**src/rtl/fifo_rd_stream.sv**
```systemverilog
// Read-side engine for synfifo: pulls words through the 1-cycle-latency read port
// and re-times them into a valid/ready stream through a 3-entry skid buffer.
module fifo_rd_stream #(
  parameter int DATA_W = 5,
  parameter int CNT_W  = 16
) (
  input  logic              clk,
  input  logic              rst_n,
  input  logic              en,
  input  logic              flush,
  input  logic              fifo_empty,
  output logic              fifo_rd,
  input  logic [DATA_W-1:0] fifo_rd_data,
  input  logic              fifo_rd_data_vld,
  output logic              m_valid,
  input  logic              m_ready,
  output logic [DATA_W-1:0] m_data,
  output logic [CNT_W-1:0]  xfer_cnt,
  output logic              err_unexp
);

  logic [DATA_W-1:0] buf_mem [3];
  logic [1:0]        wr_ptr;
  logic [1:0]        rd_ptr;
  logic [1:0]        buf_cnt;
  logic              inflight;
  logic              drop;
  logic [2:0]        credit_used;
  logic              pop;
  logic              capture;
  logic              discard;
  logic              unexp;

  function automatic logic [1:0] ptr_inc(input logic [1:0] p);
    return (p == 2'd2) ? 2'd0 : p + 2'd1;
  endfunction

  // A read may only issue when a buffer slot is guaranteed for its return.
  assign credit_used = {1'b0, buf_cnt} + {2'b00, inflight};
  assign fifo_rd     = ~rst_n & en & ~fifo_empty & ~flush & (credit_used < 3'd3);

  assign m_valid = (buf_cnt != 2'd0);
  assign m_data  = buf_mem[rd_ptr];
  assign pop     = m_valid & m_ready;
  assign capture = fifo_rd_data_vld & inflight & ~drop;
  assign discard = fifo_rd_data_vld & drop;
  assign unexp   = fifo_rd_data_vld & ~inflight & ~drop;

  // A flush only arms drop for a return that has not yet shown up; a word
  // arriving in the flush cycle itself is already discarded by the clear.
  always_ff @(posedge clk or posedge rst_n) begin
    if (rst_n) begin
      for (int i = 0; i < 3; i++) buf_mem[i] <= '0;
      wr_ptr    <= 2'd0;
      rd_ptr    <= 2'd0;
      buf_cnt   <= 2'd0;
      inflight  <= 1'b0;
      drop      <= 1'b0;
      xfer_cnt  <= '0;
      err_unexp <= 1'b0;
    end else begin
      inflight <= fifo_rd;
      if (pop)     xfer_cnt  <= xfer_cnt + CNT_W'(1);
      if (unexp)   err_unexp <= 1'b1;
      if (capture) buf_mem[wr_ptr] <= fifo_rd_data;
      if (flush) begin
        wr_ptr  <= 2'd0;
        rd_ptr  <= 2'd0;
        buf_cnt <= 2'd0;
        drop    <= inflight & ~fifo_rd_data_vld;
      end else begin
        if (discard) drop   <= 1'b0;
        if (capture) wr_ptr <= ptr_inc(wr_ptr);
        if (pop)     rd_ptr <= ptr_inc(rd_ptr);
        case ({capture, pop})
          2'b10:   buf_cnt <= buf_cnt + 2'd1;
          2'b01:   buf_cnt <= buf_cnt - 2'd1;
          default: buf_cnt <= buf_cnt;
        endcase
      end
    end
  end

endmodule

```
**config.mk**
```make
export PLATFORM = sky130hd
export DESIGN_NAME = fifo_rd_stream
export DESIGN_NICKNAME = d
export VERILOG_FILES = /design/src/rtl/fifo_rd_stream.sv
export SDC_FILE = /design/constraint.sdc
export NUM_CORES = 1
export LEC_CHECK = 0
export ABC_AREA = 1
export BUFFER_PORTS_ARGS = -buffer_cell sky130_fd_sc_hd__buf_4
export CORE_ASPECT_RATIO = 1.25
export CORE_MARGIN = 8
export CORE_UTILIZATION = 47
export DETAILED_ROUTE_END_ITERATION = 8
export PLACE_DENSITY_LB_ADDON = 0.2
export SYNTH_ARGS = -nofsm -noshare
export SYNTH_HDL_FRONTEND = slang
export SYNTH_SLANG_ARGS = --single-unit
```
**constraint.sdc**
```tcl
create_clock -name clk -period 1.5 [get_ports clk]
set_input_delay 0 -clock clk [delete_from_list [all_inputs] [get_ports clk]]
set_output_delay 0 -clock clk [all_outputs]
set_load 0.005 [all_outputs]
```
---- After elaboration in Yosys (flattened, before gate mapping) ----
Cells that the tools add are included.
cells by class
  add/sub/neg operators ................... 6
  $mul .................................... 0
  div/mod/pow operators ................... 0
  magnitude comparators ................... 4
  equal/unequal tests ..................... 4
  shift-type cells ........................ 0
  multiplexer cells ....................... 16
  bitwise gates (word level) .............. 19
  reduce and logical (&&, ||, !) cells .... 6
operator list
  kind                                                 number
  adder 16 x 1 -> 16 bit, second input constant        1
  bitwise mux 15 bit                                   1
  two-way mux 5 bit                                    3
  two-way mux 2 bit                                    7
  bitwise AND 1 bit                                    11
  binary-select mux 5 bit (select 2 bit)               1
  demux 5 bit (select 2 bit)                           1
  nonzero test 2 bit                                   4
  adder 2 x 1 -> 2 bit, second input constant          3
  equality test 2 bit, second input constant           3
  >= comparator 3 bit, second input constant           2
  NOT 1 bit                                            6
  NOT 2 -> 3 bit                                       2
  one-hot mux 2 bit (2 select lines)                   1
  adder 2 x 1 -> 3 bit                                 1
  < comparator 3 x 1 -> 1 bit, second input constant   1
  < comparator 3 x 2 -> 1 bit, second input constant   1
  nonzero test 3 bit                                   1
  equality test 2 x 1 -> 1 bit, second input constant  1
  two-way mux 1 bit                                    2
  subtractor 2 x 1 -> 2 bit, second input constant     1
  logical AND 1 bit                                    1
word-level totals
  register bits ........................... 40
  latch bits .............................. 0
  memory bits (writable) .................. 0
  memory bits (read-only) ................. 0
  output and inout bits ................... 24
  logic and storage cells ................. 65
  memories kept ........................... 0

---- Depth between registers and ports, before layout ----
  depth after elaboration ................. 6
  gate-level depth with buffers ........... 8
  depth with buffers taken out ............ 8

---- Worst setup path before layout ----
OpenSTA, ideal clock, no wires.
  path kind ............................... input -> register
  from .................................... in rst_n
  to ...................................... reg inflight
  arrival ................................. 1.460 ns
  required time ........................... 1.320 ns
  path slack .............................. -0.140 ns
  cell stages on the path ................. 3
  path buffers ............................ 0
  cell sequence ........................... inv_1 > nand3b_1 > a2111oi_0
between the ends
  cells in the longest elaborated chain, start to end .. 5
ends and longest elaborated chain
  what                             RTL line  RTL
  from (decl)                      8         input logic rst_n,
  NOT 1 bit                        40        assign fifo_rd = ~rst_n & en & ~fifo_empty & ~flush & (credit_used < 3'd3);
  bitwise AND 1 bit (4 in series)  40
  named net fifo_rd                12        output logic fifo_rd,
  to (signal assigned)             62        inflight <= fifo_rd;
  to (decl)                        26        logic inflight;
The timed path passes the listed nets, and every way through them passes these cells.
A chain may end at the register's enable or synchronous reset.

---- Final worst setup path ----
  from .................................... reg inflight
  to ...................................... out fifo_rd
between the ends
  cells in the longest elaborated chain, start to end .. 3
ends and longest elaborated chain
  what                         RTL line  RTL
  adder 2 x 1 -> 3 bit         39        assign credit_used = {1'b0, buf_cnt} + {2'b00, inflight};
  < comparator 3 x 2 -> 1 bit  40
  bitwise AND 1 bit            40
  to (decl)                    12
Every way passes these cells.

==> flow_summary.html <==
<table>
<tr><th>Metric</th><th>Value</th></tr>
<tr><th colspan="2">Routing</th></tr>
<tr><td>Detailed-route DRC error count</td><td>0</td></tr>
<tr><td>Post-route ant nets</td><td>0</td></tr>
<tr><td>Routed wire length</td><td>4230 um</td></tr>
<tr><td>Violation count after the first detailed-routing iteration</td><td>49</td></tr>
<tr><td>Routed wirelength normalized by instance count</td><td>12.7 um</td></tr>
<tr><td>Vias per cell</td><td>4.82</td></tr>
<tr><td>Total iterations of the first detailed-routing run</td><td>4</td></tr>
<tr><td>Routed vias</td><td>between 1.5k and 2k</td></tr>
<tr><th colspan="2">Power</th></tr>
<tr><td>Part of the power in registers</td><td>0.474</td></tr>
<tr><td>Internal power component</td><td>1950 uW</td></tr>
<tr><td>Total power</td><td>between 2000 and 3000 uW</td></tr>
<tr><td>Leak</td><td>0.00125 uW</td></tr>
<tr><td>Switching part of the total</td><td>0.329</td></tr>
<tr><td>Total power per unit cell area</td><td>1160 nW/um^2</td></tr>
<tr><td>Clock network power share</td><td>0.230</td></tr>
<tr><td>Combinational power share</td><td>0.296</td></tr>
<tr><td>Switching power</td><td>958 uW</td></tr>
<tr><td>Max VDD drop</td><td>0.000640 V</td></tr>
<tr><th colspan="2">Setup path</th></tr>
<tr><td>Kind of end point of the critical path</td><td>output port</td></tr>
<tr><td>Slowest-stage cell, CP</td><td>sky130_fd_sc_hd__dfrtp_1</td></tr>
<tr><td>Worst endpoint required time</td><td>approximately 1.5 ns</td></tr>
<tr><td>Worst setup SP type</td><td>flip-flop</td></tr>
<tr><td>Kind of cell with the highest combined delay on the critical path</td><td>adder cells</td></tr>
<tr><td>Minimum setup slack among reg-to-reg paths</td><td>approximately 0.13 ns</td></tr>
<tr><td>Worst-path maximum fanout</td><td>2</td></tr>
<tr><td>Critical path start-end classification</td><td>flip-flop to output port</td></tr>
<tr><td>Highest cell delay on the worst timing path</td><td>0.40 ns</td></tr>
<tr><td>Arrival time reported for the critical path endpoint</td><td>1.57 ns</td></tr>
<tr><td>Number of buffer and inverter instances along the worst setup path</td><td>1</td></tr>
<tr><td>Sequence of cells on the critical path</td><td>ha_2 -&gt; ha_4 -&gt; a2111oi_4 -&gt; buf_4</td></tr>
<tr><th colspan="2">Clock network</th></tr>
<tr><td>TritonCTS clock tree</td><td>built</td></tr>
<tr><td>Clock-pin slew of the registers on the worst-case setup and hold paths</td><td>0.07 ns</td></tr>
<tr><td>Clock tree sinks</td><td>40</td></tr>
<tr><td>Maximum buffer depth of the clock tree</td><td>2</td></tr>
<tr><td>Insertion delay to the later sink of the worst-skew pair</td><td>between 0.2 and 0.3 ns</td></tr>
<tr><td>Number of H-tree levels</td><td>2</td></tr>
<tr><td>Total setup buffers inserted after CTS</td><td>0</td></tr>
<tr><td>Number of CTS-inserted buffers</td><td>5</td></tr>
<tr><td>Buffer type at the clock tree root</td><td>sky130_fd_sc_hd__clkbuf_8</td></tr>
<tr><th colspan="2">Die</th></tr>
<tr><td>DIE WIDTH</td><td>about 74 um</td></tr>
<tr><td>Number of ports placed on the die boundary</td><td>36</td></tr>
<tr><td>Total Die Area</td><td>about 6500 um^2</td></tr>
<tr><td>Number of placement rows</td><td>26</td></tr>
<tr><td>Core ar.</td><td>4030 um^2</td></tr>
<tr><td>Starting utilization of the core area</td><td>0.484</td></tr>
<tr><td>Overall die height</td><td>slightly below 90 um</td></tr>
<tr><th colspan="2">Logic synthesis</th></tr>
<tr><td>Total number of yosys warnings</td><td>0</td></tr>
<tr><td>Instance count of the mapped netlist</td><td>226</td></tr>
<tr><td>Synthesized Nets</td><td>241</td></tr>
<tr><td>Synthesized area per cell</td><td>~8.6 um^2</td></tr>
<tr><td>Sequential-to-total area share from yosys stat</td><td>0.512</td></tr>
<tr><td>Yosys reg bits</td><td>40</td></tr>
<tr><td>Count of distinct cell types in the synthesized netlist</td><td>25</td></tr>
<tr><td>Area of the mapped netlist</td><td>between 1500 and 2000 um^2</td></tr>
<tr><th colspan="2">Global route</th></tr>
<tr><td>Global route overflow</td><td>0</td></tr>
<tr><td>Number of antenna violations at the first check in global routing</td><td>0</td></tr>
<tr><td>Wire length of the first global-routing pass</td><td>7030 um</td></tr>
<tr><td>Maximum number of pins on one net before global-route repair</td><td>41</td></tr>
<tr><td>Number of global-route vias before repair</td><td>1577</td></tr>
<tr><td>Total global routing track utilization</td><td>0.142</td></tr>
<tr><th colspan="2">Placement</th></tr>
<tr><td>Routability congestion estimate from global placement</td><td>~0.81</td></tr>
<tr><td>Hpwl dp</td><td>3170 um</td></tr>
<tr><td>Count of input and output buffers</td><td>35</td></tr>
<tr><td>Worst slack, placed</td><td>approximately 0.073 ns</td></tr>
<tr><th colspan="2">Timing</th></tr>
<tr><td>Period Utilization, post-route</td><td>1.05</td></tr>
<tr><td>RSZ-0062 raised after global routing</td><td>true</td></tr>
<tr><td>Min cycle time layout</td><td>1.57 ns</td></tr>
<tr><td>Summed negative setup slack over all endpoints</td><td>-0.0711 ns</td></tr>
<tr><td>Slew Viols, Final</td><td>0</td></tr>
<tr><td>Smallest setup slack after layout</td><td>-0.0711 ns</td></tr>
<tr><td>Slew Limit Headroom</td><td>0.667</td></tr>
<tr><td>Setup skew after layout</td><td>0.00863 ns</td></tr>
<tr><td>Fmax</td><td>636 MHz</td></tr>
<tr><td>Final setup violation count</td><td>1</td></tr>
<tr><td>Worst Max-Slew Pin Slew</td><td>0.500 ns</td></tr>
<tr><td>Number of endpoints with negative hold slack in the final report</td><td>0</td></tr>
<tr><th colspan="2">Finish</th></tr>
<tr><td>Layout cells sized above 1</td><td>0.237</td></tr>
<tr><td>Area delta synth-&gt;final</td><td>28.3%</td></tr>
<tr><td>Antenna diode count</td><td>0</td></tr>
<tr><td>Fill cells</td><td>381</td></tr>
<tr><td>Nets</td><td>between 200 and 300</td></tr>
<tr><th colspan="2">Hold path</th></tr>
<tr><td>Class of the tightest hold or removal check</td><td>primary input to flip-flop</td></tr>
<tr><th colspan="2">Outcome</th></tr>
<tr><td>Outcome</td><td>complete, but fails checks</td></tr>
<tr><td>Violated checks</td><td>setup timing</td></tr>
<tr><th colspan="2">Flow run</th></tr>
<tr><td>Max-cap violations</td><td>0</td></tr>
</table>
==> power groups by stage <==
stage	clock, uW	sequential, uW	combinational [uW]
2_1_floorplan	0	1370	464
3_3_place_gp	0	1390	819
3_5_place_dp	0	1390	830
4_1_cts	683	1380	867
5_1_grt	736	1400	965
6_report	670	1380	862
==> worst min-delay path: cells and delay by family <==
kind	cells	cell delay, ns
AOI/OAI and AO/OA	1	0.14
buffers and inverters	2	0.11
==> kinds of logic after synthesis <==
family                   after synthesis  synth area share
buffers and inverters                 29            0.0563
AND/OR/NAND/NOR                      117             0.291
XOR/XNOR                              11            0.0493
flip-flops                            40             0.512
adder cells (fa/ha/maj)                3            0.0192
AO/OA/AOI/OAI                         26            0.0723
==> worst paths after layout <==
check,startpoint,end,cells past startpoint
max,inflight,fifo_rd,4
min,fifo_rd_data[4],buf_mem[9],3
max reg2reg,xfer_cnt[0],xfer_cnt[14],8
min reg2reg,err_unexp,err_unexp,1
max in group asynchronous,rst_n,xfer_cnt[14],4
min in group asynchronous,rst_n,rd_ptr[1],4
==> sequential cells by signal, indices dropped and copies added (netlist names) <==
register	count
xfer_cnt	16
wr_ptr	2
drop	1
inflight	1
buf_cnt	2
err_unexp	1
buf_mem	15
rd_ptr	2
==> placed cells by master (no fill, tap or decap), types with 3 or more instances in the layout <==
master / n
sky130_fd_sc_hd__buf_4: 41
sky130_fd_sc_hd__clkbuf_8: 5
sky130_fd_sc_hd__dfrtp_1: 40
sky130_fd_sc_hd__dlygate4sd3_1: 5
sky130_fd_sc_hd__inv_1: 27
sky130_fd_sc_hd__nand2_1: 70
sky130_fd_sc_hd__nand3_1: 14
sky130_fd_sc_hd__nand4_1: 4
sky130_fd_sc_hd__nor2_1: 11
sky130_fd_sc_hd__nor2_2: 3
sky130_fd_sc_hd__nor2_4: 6
sky130_fd_sc_hd__o21ai_0: 18
sky130_fd_sc_hd__xnor2_1: 6
sky130_fd_sc_hd__xor2_1: 5
==> through the flow <==
step	hold slack, ns	area, um^2	std cells	utilization
after floorplan	-0.0170	1960	226	-
after global placement	0.183	2340	322	0.579
after detailed placement	0.188	2340	322	0.579
after CTS	-0.0991	2470	332	0.613
after global routing	0.000765	2510	334	0.622
final	0.00623	2510	334	0.622
==> area by class of cell <==
class | instances | area (um^2) | area share
clock buffers | 6 | 72.6 | 0.0289
multi-input cells | 157 | 892 | 0.356
clock inverters | 1 | 5.00 | 0.00200
well taps | 56 | 70.1 | 0.0279
repair buffers | 46 | 358 | 0.143
flip-flops and latches | 40 | 1000 | 0.399
inverters | 28 | 109 | 0.0434
==> synth_stat cells <==
library cell	instances	share of area
sky130_fd_sc_hd__buf_2	1	0.0026
sky130_fd_sc_hd__ha_1	3	0.019
sky130_fd_sc_hd__a21oi_1	2	0.0051
sky130_fd_sc_hd__nand3_2	1	0.0051
sky130_fd_sc_hd__nand2_4	1	0.0058
sky130_fd_sc_hd__nand4_1	4	0.013
sky130_fd_sc_hd__o21ai_1	1	0.0026
sky130_fd_sc_hd__nand3b_4	1	0.010
sky130_fd_sc_hd__nand2_1	70	0.13
sky130_fd_sc_hd__nand3b_1	2	0.0077
sky130_fd_sc_hd__a211oi_1	2	0.0077
sky130_fd_sc_hd__nor2_4	4	0.023
sky130_fd_sc_hd__nor2_8	1	0.010
sky130_fd_sc_hd__inv_1	28	0.054
sky130_fd_sc_hd__nor2_1	11	0.021
sky130_fd_sc_hd__nor2_2	5	0.016
sky130_fd_sc_hd__nand2_2	1	0.0032
sky130_fd_sc_hd__nand3_1	15	0.038
sky130_fd_sc_hd__nor3_1	1	0.0026
sky130_fd_sc_hd__xnor2_1	6	0.027
sky130_fd_sc_hd__o21bai_1	1	0.0038
sky130_fd_sc_hd__dfrtp_1	40	0.51
sky130_fd_sc_hd__xor2_1	5	0.022
sky130_fd_sc_hd__o21ai_0	19	0.049
sky130_fd_sc_hd__a2111oi_0	1	0.0045
==> per-layer routing <==
metal	track usage	part of all wire	vias up
met4	0.0710	0.024	0
met3	0.0447	0.048	9
met1	0.149	0.42	749
met5	0	0	-
li1	-	-	820
met2	0.249	0.50	33
==> what timing repair did <==
| item | in CTS | in global routing |
|---|---|---|
| pin swaps | 2 | 0 |
| setup endpoints to repair | 1 | 9 |
| endpoints found under the hold margin | 46 | 3 |
| hold buffers | 3 | 2 |
| resized for setup | 3 | 4 |
No activity file was read; power rests on OpenSTA's default activity.
